<file path="config.mk">
export PLATFORM = sky130hd
export DESIGN_NAME = pwm_counter_gen
export DESIGN_NICKNAME = d
export VERILOG_FILES = /design/src/rtl/pwm_pkg.sv /design/src/rtl/pwm_prescaler.sv /design/src/rtl/pwm_counter_gen.sv
export SDC_FILE = /design/constraint.sdc
export NUM_CORES = 1
export LEC_CHECK = 0
export ABC_AREA = 1
export CAP_MARGIN = 0
export CORE_MARGIN = 2
export CORE_UTILIZATION = 40
export DETAILED_ROUTE_END_ITERATION = 8
export GPL_TIMING_DRIVEN = 1
export PLACE_DENSITY_LB_ADDON = 0.2
export SLEW_MARGIN = 20
export SYNTH_ARGS = -nofsm -noshare
export SYNTH_HDL_FRONTEND = slang
export SYNTH_SLANG_ARGS = --single-unit
</file>
<file path="constraint.sdc">
create_clock -name CLoK -period 5.1 [get_ports CLoK]
set_input_delay 0.51 -clock CLoK [delete_from_list [all_inputs] [get_ports CLoK]]
set_output_delay 0.51 -clock CLoK [all_outputs]
set_load 0.02 [all_outputs]
</file>
<file path="src/rtl/pwm_pkg.sv">
// Shared constants for the pwm_counter_gen timebase: default sizes, reset
// value of the active period and the up/down direction encoding.
package pwm_pkg;

    localparam int DEF_WIDTH    = 8;
    localparam int DEF_CHANNELS = 2;
    localparam int DEF_PRESC_W  = 8;

    // Replicated to WIDTH bits, so the active period comes out of reset as all ones.
    localparam logic PERIOD_RST_BIT = 1'b1;

    localparam logic UP   = 1'b0;
    localparam logic DOWN = 1'b1;

endpackage

</file>
<file path="src/rtl/pwm_prescaler.sv">
// Clock prescaler: counts 0..presc while enabled and flags tick on the last
// count. A presc lowered below the running count wraps it to 0 on the next clock.
module pwm_prescaler
    import pwm_pkg::*;
#(
    parameter int PRESC_W = DEF_PRESC_W
) (
    input  logic               clk,
    input  logic               rst_n,
    input  logic               en,
    input  logic [PRESC_W-1:0] presc,
    output logic               tick
);

    logic [PRESC_W-1:0] cnt;

    assign tick = en && (cnt == presc);

    always_ff @(posedge clk or negedge rst_n) begin
        if (!rst_n) begin
            cnt <= '0;
        end else if (en) begin
            // NOTE: sequential state uses non-blocking assignments only
            cnt <= (cnt >= presc) ? '0 : cnt + 1'b1;
        end
    end

endmodule

</file>
<file path="src/rtl/pwm_counter_gen.sv">
// Multi-channel PWM timebase: one shared counter, per-channel duty compare and
// shadowed PERIOD/DUTY updates at the wrap. Define PWM_CENTER_ALIGNED_EN for MODE.
module pwm_counter_gen
    import pwm_pkg::*;
#(
    parameter int WIDTH    = DEF_WIDTH,
    parameter int CHANNELS = DEF_CHANNELS,
    parameter int PRESC_W  = DEF_PRESC_W
) (
    input  logic                      CLoK,
    input  logic                      RST_N,
    input  logic                      EN,
    input  logic [PRESC_W-1:0]        PRESC,
    input  logic [WIDTH-1:0]          PERIOD,
    input  logic [CHANNELS*WIDTH-1:0] DUTY,
    input  logic                      LOAD,
`ifdef PWM_CENTER_ALIGNED_EN
    input  logic                      MODE,
`endif
    output logic [WIDTH-1:0]          CNTR,
    output logic [CHANNELS-1:0]       PWM_OUT,
    output logic                      PERIOD_END,
    output logic                      LOAD_ACK
);

    logic                      tick;
    logic                      wrap;
    logic                      pending;
    logic [WIDTH-1:0]          cntr_q;
    logic [WIDTH-1:0]          cntr_nxt;
    logic [WIDTH-1:0]          act_period;
    logic [WIDTH-1:0]          pend_period;
    logic [CHANNELS*WIDTH-1:0] act_duty;
    logic [CHANNELS*WIDTH-1:0] pend_duty;
    logic [CHANNELS*WIDTH-1:0] duty_nxt;
    logic [CHANNELS-1:0]       pwm_q;
    logic [CHANNELS-1:0]       pwm_nxt;

    pwm_prescaler #(.PRESC_W(PRESC_W)) u_prescaler (
        .clk   (CLoK),
        .rst_n (RST_N),
        .en    (EN),
        .presc (PRESC),
        .tick  (tick)
    );

`ifdef PWM_CENTER_ALIGNED_EN
    logic dir_q;
    logic dir_nxt;
    logic center_q;

    always_comb begin
        // NOTE: every always_comb output gets a default first, so no latch is inferred
        cntr_nxt = cntr_q;
        dir_nxt  = dir_q;
        if (!center_q || act_period == '0) begin
            cntr_nxt = (cntr_q == act_period) ? '0 : cntr_q + 1'b1;
            dir_nxt  = UP;
        end else if (dir_q == UP) begin
            if (cntr_q >= act_period) begin
                cntr_nxt = cntr_q - 1'b1;
                dir_nxt  = DOWN;
            end else begin
                cntr_nxt = cntr_q + 1'b1;
            end
        end else begin
            cntr_nxt = cntr_q - 1'b1;
            if (cntr_nxt == '0) dir_nxt = UP;
        end
    end

    always_ff @(posedge CLoK or negedge RST_N) begin
        if (!RST_N) begin
            dir_q    <= UP;
            center_q <= 1'b0;
        end else if (tick) begin
            dir_q <= dir_nxt;
            if (wrap) center_q <= MODE;
        end
    end
`else
    // The counter never exceeds the active period, so +1 cannot overflow here.
    assign cntr_nxt = (cntr_q == act_period) ? '0 : cntr_q + 1'b1;
`endif

    // Every wrap is a tick whose next count is 0, in either counting mode.
    assign wrap       = tick && (cntr_nxt == '0);
    assign PERIOD_END = wrap;
    assign LOAD_ACK   = wrap && pending;
    assign duty_nxt   = (wrap && pending) ? pend_duty : act_duty;

    for (genvar i = 0; i < CHANNELS; i++) begin : g_ch
        assign pwm_nxt[i] = {1'b0, cntr_nxt} < {1'b0, duty_nxt[i*WIDTH +: WIDTH]};
    end

    always_ff @(posedge CLoK or negedge RST_N) begin
        if (!RST_N) begin
            cntr_q      <= '0;
            pwm_q       <= '0;
            act_period  <= {WIDTH{PERIOD_RST_BIT}};
            act_duty    <= '0;
            pend_period <= '0;
            pend_duty   <= '0;
            pending     <= 1'b0;
        end else begin
            if (tick) begin
                cntr_q <= cntr_nxt;
                pwm_q  <= pwm_nxt;
            end
            if (wrap && pending) begin
                act_period <= pend_period;
                act_duty   <= pend_duty;
                pending    <= 1'b0;
            end
            // A LOAD on the wrap cycle lands after the swap above and waits for the next wrap.
            if (LOAD) begin
                pend_period <= PERIOD;
                pend_duty   <= DUTY;
                pending     <= 1'b1;
            end
        end
    end

    assign CNTR    = cntr_q;
    assign PWM_OUT = pwm_q;

endmodule

</file>
==> results of run 1 <==
[worst max path at each step]
stage | slack [ns] | depth (start not counted) | start | to
2_1_floorplan | 2.04 | 18 | PRESC[7] | PWM_OUT[0]
3_3_place_gp | 0.91 | 19 | PRESC[7] | PWM_OUT[0]
3_5_place_dp | 0.82 | 18 | PRESC[7] | PWM_OUT[1]
4_1_cts | 0.91 | 12 | PRESC[7] | LOAD_ACK
5_1_grt | 0.58 | 12 | PRESC[7] | LOAD_ACK
6_report | 0.94 | 12 | PRESC[7] | LOAD_ACK
[synthesized netlist by cell type]
cell type	number
xor2_1	4
nand3_2	2
nand3_4	1
and2_1	2
nor2_1	16
o21ai_2	10
nand4_2	1
dfrtp_1	59
a21oi_1	14
nand4_1	5
o21ai_0	44
o2111ai_1	1
clkinv_1	1
buf_2	3
nor3_1	5
xnor2_1	3
a21oi_4	1
nand2_2	2
a2111oi_0	2
inv_1	80
ha_1	24
o21ai_1	5
nor2_2	1
nand2_4	1
nor2_4	3
nor3b_1	1
nand2_1	124
nand3_1	3
clkbuf_1	7
dfstp_2	8
or2_2	3
inv_2	3
[worst reg2reg max path: stages (launching register included)]
cell and delay, ns:
dfrtp_1 0.40, ha_1 0.31, nand2_1 0.07, nor2_1 0.17, nand4_2 0.15, nor2_4 0.22
inv_1 0.22, a21oi_4 0.25, nand3_4 0.42, inv_1 0.22, or2_2 0.14, o21ai_2 0.06
ha_1 0.31, a21oi_1 0.13, nor2_1 0.05, a2111oi_0 0.37, nand2_1 0.10, nand2_1 0.07
[where the power goes]
group	leakage (µW)	total, µW	switching [µW]	internal, µW
logic	0.00124	580	339	241
clock network	0.0000924	401	212	190
registers	0.000813	661	71.4	589
[cell families after synthesis]
group | Yosys count | synth area share
flops | 67 | 0.4685
buf+inv | 94 | 0.09906
xor+xnor | 7 | 0.01703
simple gates | 170 | 0.2082
compound gates | 77 | 0.1237
fa+ha+maj | 24 | 0.08342
[state kept, by name, summed over array words and instances, names as in the netlist]
| register | cells |
|---|---|
| act_duty | 16 |
| pending | 1 |
| u_prescaler.cnt | 8 |
| pend_duty | 16 |
| act_period | 8 |
| CNTR | 8 |
| PWM_OUT | 2 |
| pend_period | 8 |
[metrics by stage]
| stage | cells | worst slack, ns | utilization | area, µm² |
|---|---|---|---|---|
| final | 602 | 0.9436 | 0.4990 | 4352 |
| after global routing | 602 | 0.5756 | 0.4990 | 4352 |
| after CTS | 602 | 0.9067 | 0.4990 | 4352 |
| after detailed placement | 586 | 0.8160 | 0.4786 | 4174 |
| after global placement | 586 | 0.9107 | 0.4786 | 4174 |
| after floorplan | 439 | 2.044 | - | 3600 |
[area by class of cell]
cell class	count	area, µm²	area share
Sequential cell	67	1687	0.3876
Clock buffer	10	137.6	0.03163
Inverter	84	315.3	0.07246
Multi-Input combinational cell	278	1556	0.3577
Tap cell	108	135.1	0.03105
Timing Repair Buffer	49	480.5	0.1104
Clock inverter	6	40.04	0.009201
[metal layers]
layer	track usage	wire length (µm)
met5	0	0
met4	0.06639	92
met3	0.02553	222
met2	0.2469	3162
met1	0.2180	3508
==> flow_summary_export.csv, run 1 <==
group,metric,value,unit
cts,clock_path_buffers,2,
pwr,ir_drop,185.5,µV
sta,rsz0062_at_grt,"no",
die,die_w,98.87,µm
worst_setup_path,rr_worst_depth,17,
worst_setup_path,cp_top_family,"buffers and inverters",
die,rows,34,
run_status,status,"complete, no violations",
final_layout,layout_common_cells,"124 x nand2_1, 80 x inv_1, 59 x dfrtp_1, 46 x clkdlybuf4s50_1, 44 x o21ai_0",
placement,portBuffers,47,
worst_setup_path,cp_cell_sequence,"clkdlybuf4s50_1, inv_1, ha_1, nand2_1, nor2_1, nand4_2, nor2_4, inv_1, a21oi_4, nand3_4, inv_1, clkdlybuf4s50_1",
sta,hold_viol,0,
die,fp.dieH,98.87,µm
cts,clock_sinks,67,
routing,vias,2764,
die,die_area,9774,µm²
final_layout,final_nets,549,
logic_synthesis,postSynthAreaPerCell,8.200,µm²
worst_setup_path,worstSetupStartpointType,"input pin",
logic_synthesis,synth_area_leaders,"dfrtp_1 41%, nand2_1 13%, ha_1 8.3%",
logic_synthesis,netlist.top_cell.by_area,"dfrtp_1",
worst_hold_path,hp-class,"in -> async",
cts,cts_tree,"done",
routing,wl_per_cell,11.60,µm
cts,clkLatencyLatePin,0.34,ns
pwr,powerDensity,377.4,nW/µm²
cts,htree_num_levels,3,
pwr,p_leak,0.002143,µW
grt,grt.overflow.total,0,
routing,dr.pass1.iters,5,
cts,cts-resized-gates,0,
grt,grt_max_degree,68,
worst_setup_path,slowest_delay,0.64,ns
sta,finalCriticalPeriod,4.156,ns
placement,dp_hpwl,5.160,mm
placement,gp_congestion,0.8505,
worst_setup_path,endpoint_kind,"output port",
final_layout,drive_gt1_frac,0.1113,
final_layout,syn2layout_area_growth,20.89,%
die,ios,48,
worst_setup_path,r2r_start,"u_prescaler.cnt[7]",
grt,track_usage,0.1578,
worst_setup_path,worstPathRequired,4.59,ns
logic_synthesis,yosys.area.top_type_share,0.4101,
logic_synthesis,yosysSeqAreaShare,0.4685,
grt,grt_pass1_wl,12.41,mm
sta,drv_slew,0,
logic_synthesis,synth_nets,499,
logic_synthesis,synth_area,3600,µm²
routing,remaining_drc_errors,0,
sta,skew,0.008634,ns
final_layout,antenna_cells,0,
sta,setup_tns,0,ns
sta,relSlewSlack,0.4414,
grt,first_global_vias,2743,
logic_synthesis,synth_warnings,0,
routing,viasPerCell,4.591,
cts,worst_setup_hold_path_clk_slew,0.08,ns
cts,cts_inserted_buffers,9,
logic_synthesis,ys_types,32,
worst_setup_path,worst_path_max_delay_cell,"clkdlybuf4s50_1",
final_layout,mostFrequentLayoutCell,"nand2_1",
worst_setup_path,critPathArrivalTime,3.65,ns
final_layout,n_fill_cell,836,
cts,cts_hold_buffers,0,
routing,wirelength,6.986,mm
worst_setup_path,reg2reg_to,"PWM_OUT[1]",
cts,cts-root-buf,"clkbuf_8",
routing,dr.first_iter.drc_count,131,
grt,antenna_found_initial,0,
worst_setup_path,ff2ff_setup_slack,1.41,ns
logic_synthesis,synth_cells,439,
worst_setup_path,worstPathMaxFanout,45,
worst_setup_path,cp_common_cell,"inv_1",
logic_synthesis,synth_seq_cells,67,
sta,setup_violations,0,
sta,fin_crit_sh,0.8150,
pwr,power,1642,µW
job,maxCapViolCount,0,
sta,fmax,240.6,MHz
routing,ant_nets,0,
die,start_util,0.4128,
cts,cts_setup_buffers,0,
worst_setup_path,crit_type,"in -> out",
sta,worstMarginPinSlew,0.8379,ns
die,core_area,8721,µm²
worst_setup_path,critPathBufInv,5,
sta,fin_hold_ws,0.3418,ns
Note: power is estimated with default switching activity, not from simulation.
==> run 2, diff against run 1 <==
==> constraint.sdc (replaced) <==
create_clock -name CLoK -period 4.22 [get_ports CLoK]
set_input_delay 0.422 -clock CLoK [delete_from_list [all_inputs] [get_ports CLoK]]
set_output_delay 0.422 -clock CLoK [all_outputs]
set_load 0.02 [all_outputs]
==> run 2 against run 1 <==
Compared with the run above: die area unchanged; cell area increased by 1.8%; critical path type unchanged; non-clock buffer count increased by 2; global-route usage increased by 0.19 points.
==> flow_summary_export.csv, run 2 (synthesis gave the netlist of run 1 again) <==
group,metric,value,unit
run_status,status,"complete, no violations",
routing,wl_per_cell,11.91,µm
grt,track_usage,0.1597,
sta,fin_hold_ws,0.1126,ns
sta,setup_tns,0,ns
sta,relSlewSlack,0.5432,
cts,cts-root-buf,"clkbuf_8",
pwr,internal_power,1396,µW
worst_setup_path,worstPathMaxFanout,32,
die,fp.dieH,98.87,µm
worst_setup_path,worst-path-stages,12,
cts,cts_inserted_buffers,9,
sta,rsz0062_at_grt,"no",
grt,grt_max_degree,39,
sta,fmax,268.1,MHz
cts,cts_setup_buffers,0,
grt,grt_pass1_wl,12.46,mm
pwr,pwr-share-clk,0.299,
worst_setup_path,endpoint_kind,"output port",
final_layout,layout_common_cells,"124 x nand2_1, 80 x inv_1, 59 x dfrtp_1, 46 x clkdlybuf4s50_1, 44 x o21ai_0",
worst_setup_path,cp_cell_sequence,"clkdlybuf4s50_1, inv_1, ha_1, nand2_1, nor2_1, nand4_2, nor2_4, inv_1, a21oi_4, nand3_4, inv_1, clkdlybuf4s50_1",
cts,cts_hold_buffers,0,
pwr,p_comb_frac,0.329,
cts,clock_path_buffers,2,
pwr,p_leak,0.002178,µW
worst_setup_path,cp_common_cell,"inv_1",
grt,grt.overflow.total,0,
sta,fin_crit_sh,0.8838,
die,die_w,98.87,µm
worst_setup_path,slowest_delay,0.63,ns
cts,clkLatencyLatePin,0.34,ns
sta,worstMarginPinSlew,0.6830,ns
cts,clock_sinks,67,
final_layout,syn2layout_area_growth,23.04,%
placement,portBuffers,47,
die,rows,34,
placement,dp_hpwl,5.512,mm
final_layout,mostFrequentLayoutCell,"nand2_1",
worst_setup_path,worst_path_max_delay_cell,"clkdlybuf4s50_1",
worst_setup_path,cp_top_family,"buffers and inverters",
pwr,seqPwrFrac,0.372,
cts,cts-resized-gates,0,
routing,vias,2784,
final_layout,reg_top3,"act_duty (16), pend_duty (16)",
cts,worst_setup_hold_path_clk_slew,0.08,ns
routing,wirelength,7.195,mm
die,core_area,8721,µm²
pwr,switching_share,0.3508,
worst_setup_path,worstPathRequired,3.80,ns
worst_setup_path,worstSetupStartpointType,"input pin",
worst_setup_path,crit_type,"in -> out",
routing,dr.pass1.iters,4,
sta,setup_violations,0,
die,die_area,9774,µm²
placement,gp_congestion,0.8171,
routing,dr.first_iter.drc_count,111,
routing,viasPerCell,4.609,
final_layout,drive_gt1_frac,0.1149,
grt,first_global_vias,2668,
final_layout,final_nets,551,
pwr,power_switching,754.0,µW
grt,antenna_found_initial,0,
sta,finalCriticalPeriod,3.730,ns
sta,skew,0.006202,ns
worst_setup_path,rr_worst_depth,17,
pwr,powerDensity,485.3,nW/µm²
die,ios,48,
final_layout,antenna_cells,0,
worst_hold_path,hp-class,"in -> async",
pwr,ir_drop,350.3,µV
routing,remaining_drc_errors,0,
final_layout,n_fill_cell,827,
cts,cts_tree,"done",
worst_setup_path,critPathArrivalTime,3.31,ns
cts,htree_num_levels,3,
worst_setup_path,critPathBufInv,5,
routing,ant_nets,0,
sta,drv_slew,0,
job,maxCapViolCount,0,
sta,hold_viol,0,
die,start_util,0.4128,
-- run 2: cell count changes in the layout (fill, tap and decap cells not counted), sizes merged --
cell    previous run  this run
buf                3         5
bufinv             0         3
clkbuf            10         9
clkinv             5         4
inv               84        83
-- run 2: path summary, 6_finish.rpt --
kind | end | slack, ns | start
max | LOAD_ACK | 0.49 | PRESC[7]
min | pend_period[5] | 0.11 | RST_N
max reg2reg | PWM_OUT[1] | 0.79 | u_prescaler.cnt[6]
min reg2reg | act_duty[9] | 0.47 | act_duty[9]
max in group asynchronous | act_period[7] | 3.14 | RST_N
min in group CLoK | act_duty[9] | 0.47 | act_duty[9]
-- run 2: per-stage QoR --
stage | std cells | total power [µW] | area, µm² | util | worst slack [ns]
after floorplan | 439 | 1282 | 3600 | - | 1.252
after global placement | 588 | 1501 | 4189 | 0.4803 | 0.4098
after detailed placement | 588 | 1522 | 4189 | 0.4803 | 0.2605
after CTS | 604 | 2171 | 4429 | 0.5079 | 0.4517
after global routing | 604 | 2312 | 4429 | 0.5079 | 0.2362
final | 604 | 2150 | 4429 | 0.5079 | 0.4904
-- run 2: cell type report --
type	instances	area, µm²	share of cell area
clock inverter	7	116.4	0.02627
tap	108	135.1	0.03051
multi-input combinational	278	1556	0.3514
clock buffer	9	123.9	0.02797
sequential	67	1687	0.3808
inverter	84	315.3	0.07119
timing repair buffer	51	495.5	0.1119
-- run 2: routing by layer --
layer / vias to the layer above / wire length (µm) / GRT usage
li1: 1475 / - / -
met1: 1262 / 3563 / 0.2266
met2: 36 / 3314 / 0.2453
met3: 11 / 209 / 0.02553
met4: 0 / 108 / 0.06322
met5: - / 0 / 0
-- run 2: worst register-to-register path, cell delays in order, from the launching register on --
cell and delay (ns):
dfrtp_1 0.41, ha_1 0.29, nand2_1 0.07, nor2_1 0.20
nand4_2 0.15, nor2_4 0.20, inv_1 0.12, a21oi_4 0.22
nand3_4 0.33, inv_1 0.19, or2_2 0.13, o21ai_2 0.06
ha_1 0.30, a21oi_1 0.13, nor2_1 0.05, a2111oi_0 0.37
nand2_1 0.11, nand2_1 0.06
-- run 2: power by group through the flow --
stage	clock network [µW]	registers (µW)	logic, µW
2_1_floorplan	0	815	466
3_3_place_gp	0	809	692
3_5_place_dp	0	811	711
4_1_cts	656	799	716
5_1_grt	688	810	814
6_report	642	799	708
==> run 3, diff against run 2 <==
--- a/config.mk
+++ b/config.mk
@@ -6,8 +6,8 @@
 export NUM_CORES = 1
 export LEC_CHECK = 0
 export ABC_AREA = 1
+export ABC_CLOCK_PERIOD_IN_PS = 4220
 export CAP_MARGIN = 0
-export CORE_MARGIN = 2
 export CORE_UTILIZATION = 40
 export DETAILED_ROUTE_END_ITERATION = 8
 export GPL_TIMING_DRIVEN = 1
==> run 3 against run 2 <==
Compared with the run above: final cell count unchanged; global-route usage increased by 0.84 points; first-iteration DRC count shrank 49%; clock power is 4.7% lower.
==> flow_summary_export.csv, run 3 (synthesis gave the netlist of run 1 again) <==
group,metric,value,unit
sta,worst_slack,0.5808,ns
final_layout,syn2layout_area_growth,22.70,%
pwr,power,2115,µW
die,start_util,0.4128,
worst_setup_path,crit_type,"in -> out",
routing,dr.pass1.iters,4,
sta,fin_hold_ws,0.1059,ns
sta,skew,0.01064,ns
worst_setup_path,r2r_start,"u_prescaler.cnt[7]",
sta,relSlewSlack,0.5501,
final_layout,layout_common_cells,"124 x nand2_1, 80 x inv_1, 59 x dfrtp_1, 46 x clkdlybuf4s50_1, 44 x o21ai_0",
routing,remaining_drc_errors,0,
worst_setup_path,endpoint_kind,"output port",
sta,hold_viol,0,
placement,portBuffers,47,
sta,fin_crit_sh,0.8624,
sta,fmax,274.8,MHz
cts,htree_num_levels,3,
job,maxCapViolCount,0,
final_layout,final_nets,551,
worst_setup_path,worstSetupStartpointType,"input pin",
cts,clkLatencyLatePin,0.35,ns
worst_setup_path,reg2reg_to,"PWM_OUT[0]",
cts,cts_inserted_buffers,9,
cts,cts_setup_buffers,0,
pwr,switching_share,0.3525,
pwr,p_comb_frac,0.333,
cts,cts-resized-gates,0,
placement,dp_slack,0.3694,ns
pwr,seqPwrFrac,0.377,
grt,first_global_vias,2853,
sta,finalCriticalPeriod,3.639,ns
routing,ant_nets,0,
worst_setup_path,ff2ff_setup_slack,0.85,ns
sta,rsz0062_at_grt,"no",
routing,dr.first_iter.drc_count,57,
routing,viasPerCell,4.604,
die,core_area,8721,µm²
cts,cts_tree,"done",
routing,wirelength,7.171,mm
pwr,internal_power,1369,µW
routing,vias,2781,
cts,clock_sinks,67,
grt,grt_pass1_wl,12.68,mm
final_layout,antenna_cells,0,
placement,dp_hpwl,5.302,mm
pwr,powerDensity,478.8,nW/µm²
pwr,pwr-share-clk,0.290,
cts,clock_path_buffers,2,
final_layout,mostFrequentLayoutCell,"nand2_1",
cts,cts-root-buf,"clkbuf_8",
routing,wl_per_cell,11.87,µm
cts,cts_hold_buffers,0,
grt,antenna_found_initial,0,
pwr,p_leak,0.002171,µW
final_layout,drive_gt1_frac,0.1129,
sta,setup_tns,0,ns
die,rows,34,
worst_setup_path,worstPathMaxFanout,27,
grt,grt.overflow.total,0,
placement,gp_congestion,0.8264,
die,ios,48,
final_layout,fin_util,0.5065,
die,die_w,96.87,µm
worst_hold_path,hp-class,"in -> async",
grt,track_usage,0.1681,
sta,worstMarginPinSlew,0.6748,ns
die,die_area,9383,µm²
worst_setup_path,critPathLaunch,"PRESC[7]",
worst_setup_path,worstPathRequired,3.80,ns
final_layout,reg_top3,"act_duty (16), pend_duty (16)",
grt,grt_max_degree,48,
pwr,power_switching,745.5,µW
run_status,status,"complete, no violations",
sta,drv_slew,0,
sta,setup_violations,0,
worst_setup_path,critPathArrivalTime,3.22,ns
pwr,ir_drop,221.9,µV
final_layout,n_fill_cell,841,
cts,worst_setup_hold_path_clk_slew,0.08,ns
die,fp.dieH,96.87,µm
worst_setup_path,rr_worst_depth,17,
==> run 3: cell types whose count changed in the layout (fill, tap and decap cells not counted) <==
| cell | before | now |
|---|---|---|
| bufinv_16 | 3 | 2 |
| clkbuf_1 | 0 | 1 |
| clkbuf_8 | 9 | 11 |
| clkinv_2 | 2 | 1 |
| clkinv_4 | 1 | 0 |
==> run 3: cell type report <==
cell class / instances / area, µm² / area share
tap: 108 / 135.1 / 0.03059
inverter: 84 / 315.3 / 0.07139
clock buffer: 12 / 155.1 / 0.03513
multi-input combinational: 278 / 1556 / 0.3524
clock inverter: 4 / 72.57 / 0.01643
sequential: 67 / 1687 / 0.3819
timing repair buffer: 51 / 495.5 / 0.1122
==> run 3: worst max-delay path, cell delays in order <==
cell and delay, ns:
clkdlybuf4s50_1 0.45, inv_1 0.04, ha_1 0.29, nand2_1 0.08
nor2_1 0.17, nand4_2 0.15, nor2_4 0.20, inv_1 0.11
a21oi_4 0.20, nand3_4 0.32, inv_1 0.17, clkdlybuf4s50_1 0.63
==> run 3: power groups by stage <==
stage                     combinational, µW  sequential, µW  clock, µW
after floorplan                         466             815          0
after global placement                  693             808          0
after detailed placement                704             810          0
after CTS                               710             799        629
after global routing                    816             808        662
final                                   704             798        612
==> run 3: worst max path at each step <==
stage,to,slack [ns]
floorplan,PWM_OUT[0],1.25
global placement,PWM_OUT[1],0.46
detailed placement,PWM_OUT[1],0.37
CTS,LOAD_ACK,0.54
global route,LOAD_ACK,0.30
finish,LOAD_ACK,0.58
==> run 3: per-layer routing <==
| layer | wire length, µm | global-route usage |
|---|---|---|
| met5 | 0 | 0 |
| met3 | 190 | 0.03107 |
| met1 | 3614 | 0.2233 |
| met4 | 140 | 0.07807 |
| met2 | 3226 | 0.2660 |
==> run 3: stage by stage <==
step / cell area (µm²) / cells
5_1_grt: 4417 / 604
3_5_place_dp: 4189 / 588
3_3_place_gp: 4189 / 588
6_report: 4417 / 604
2_1_floorplan: 3600 / 439
4_1_cts: 4417 / 604
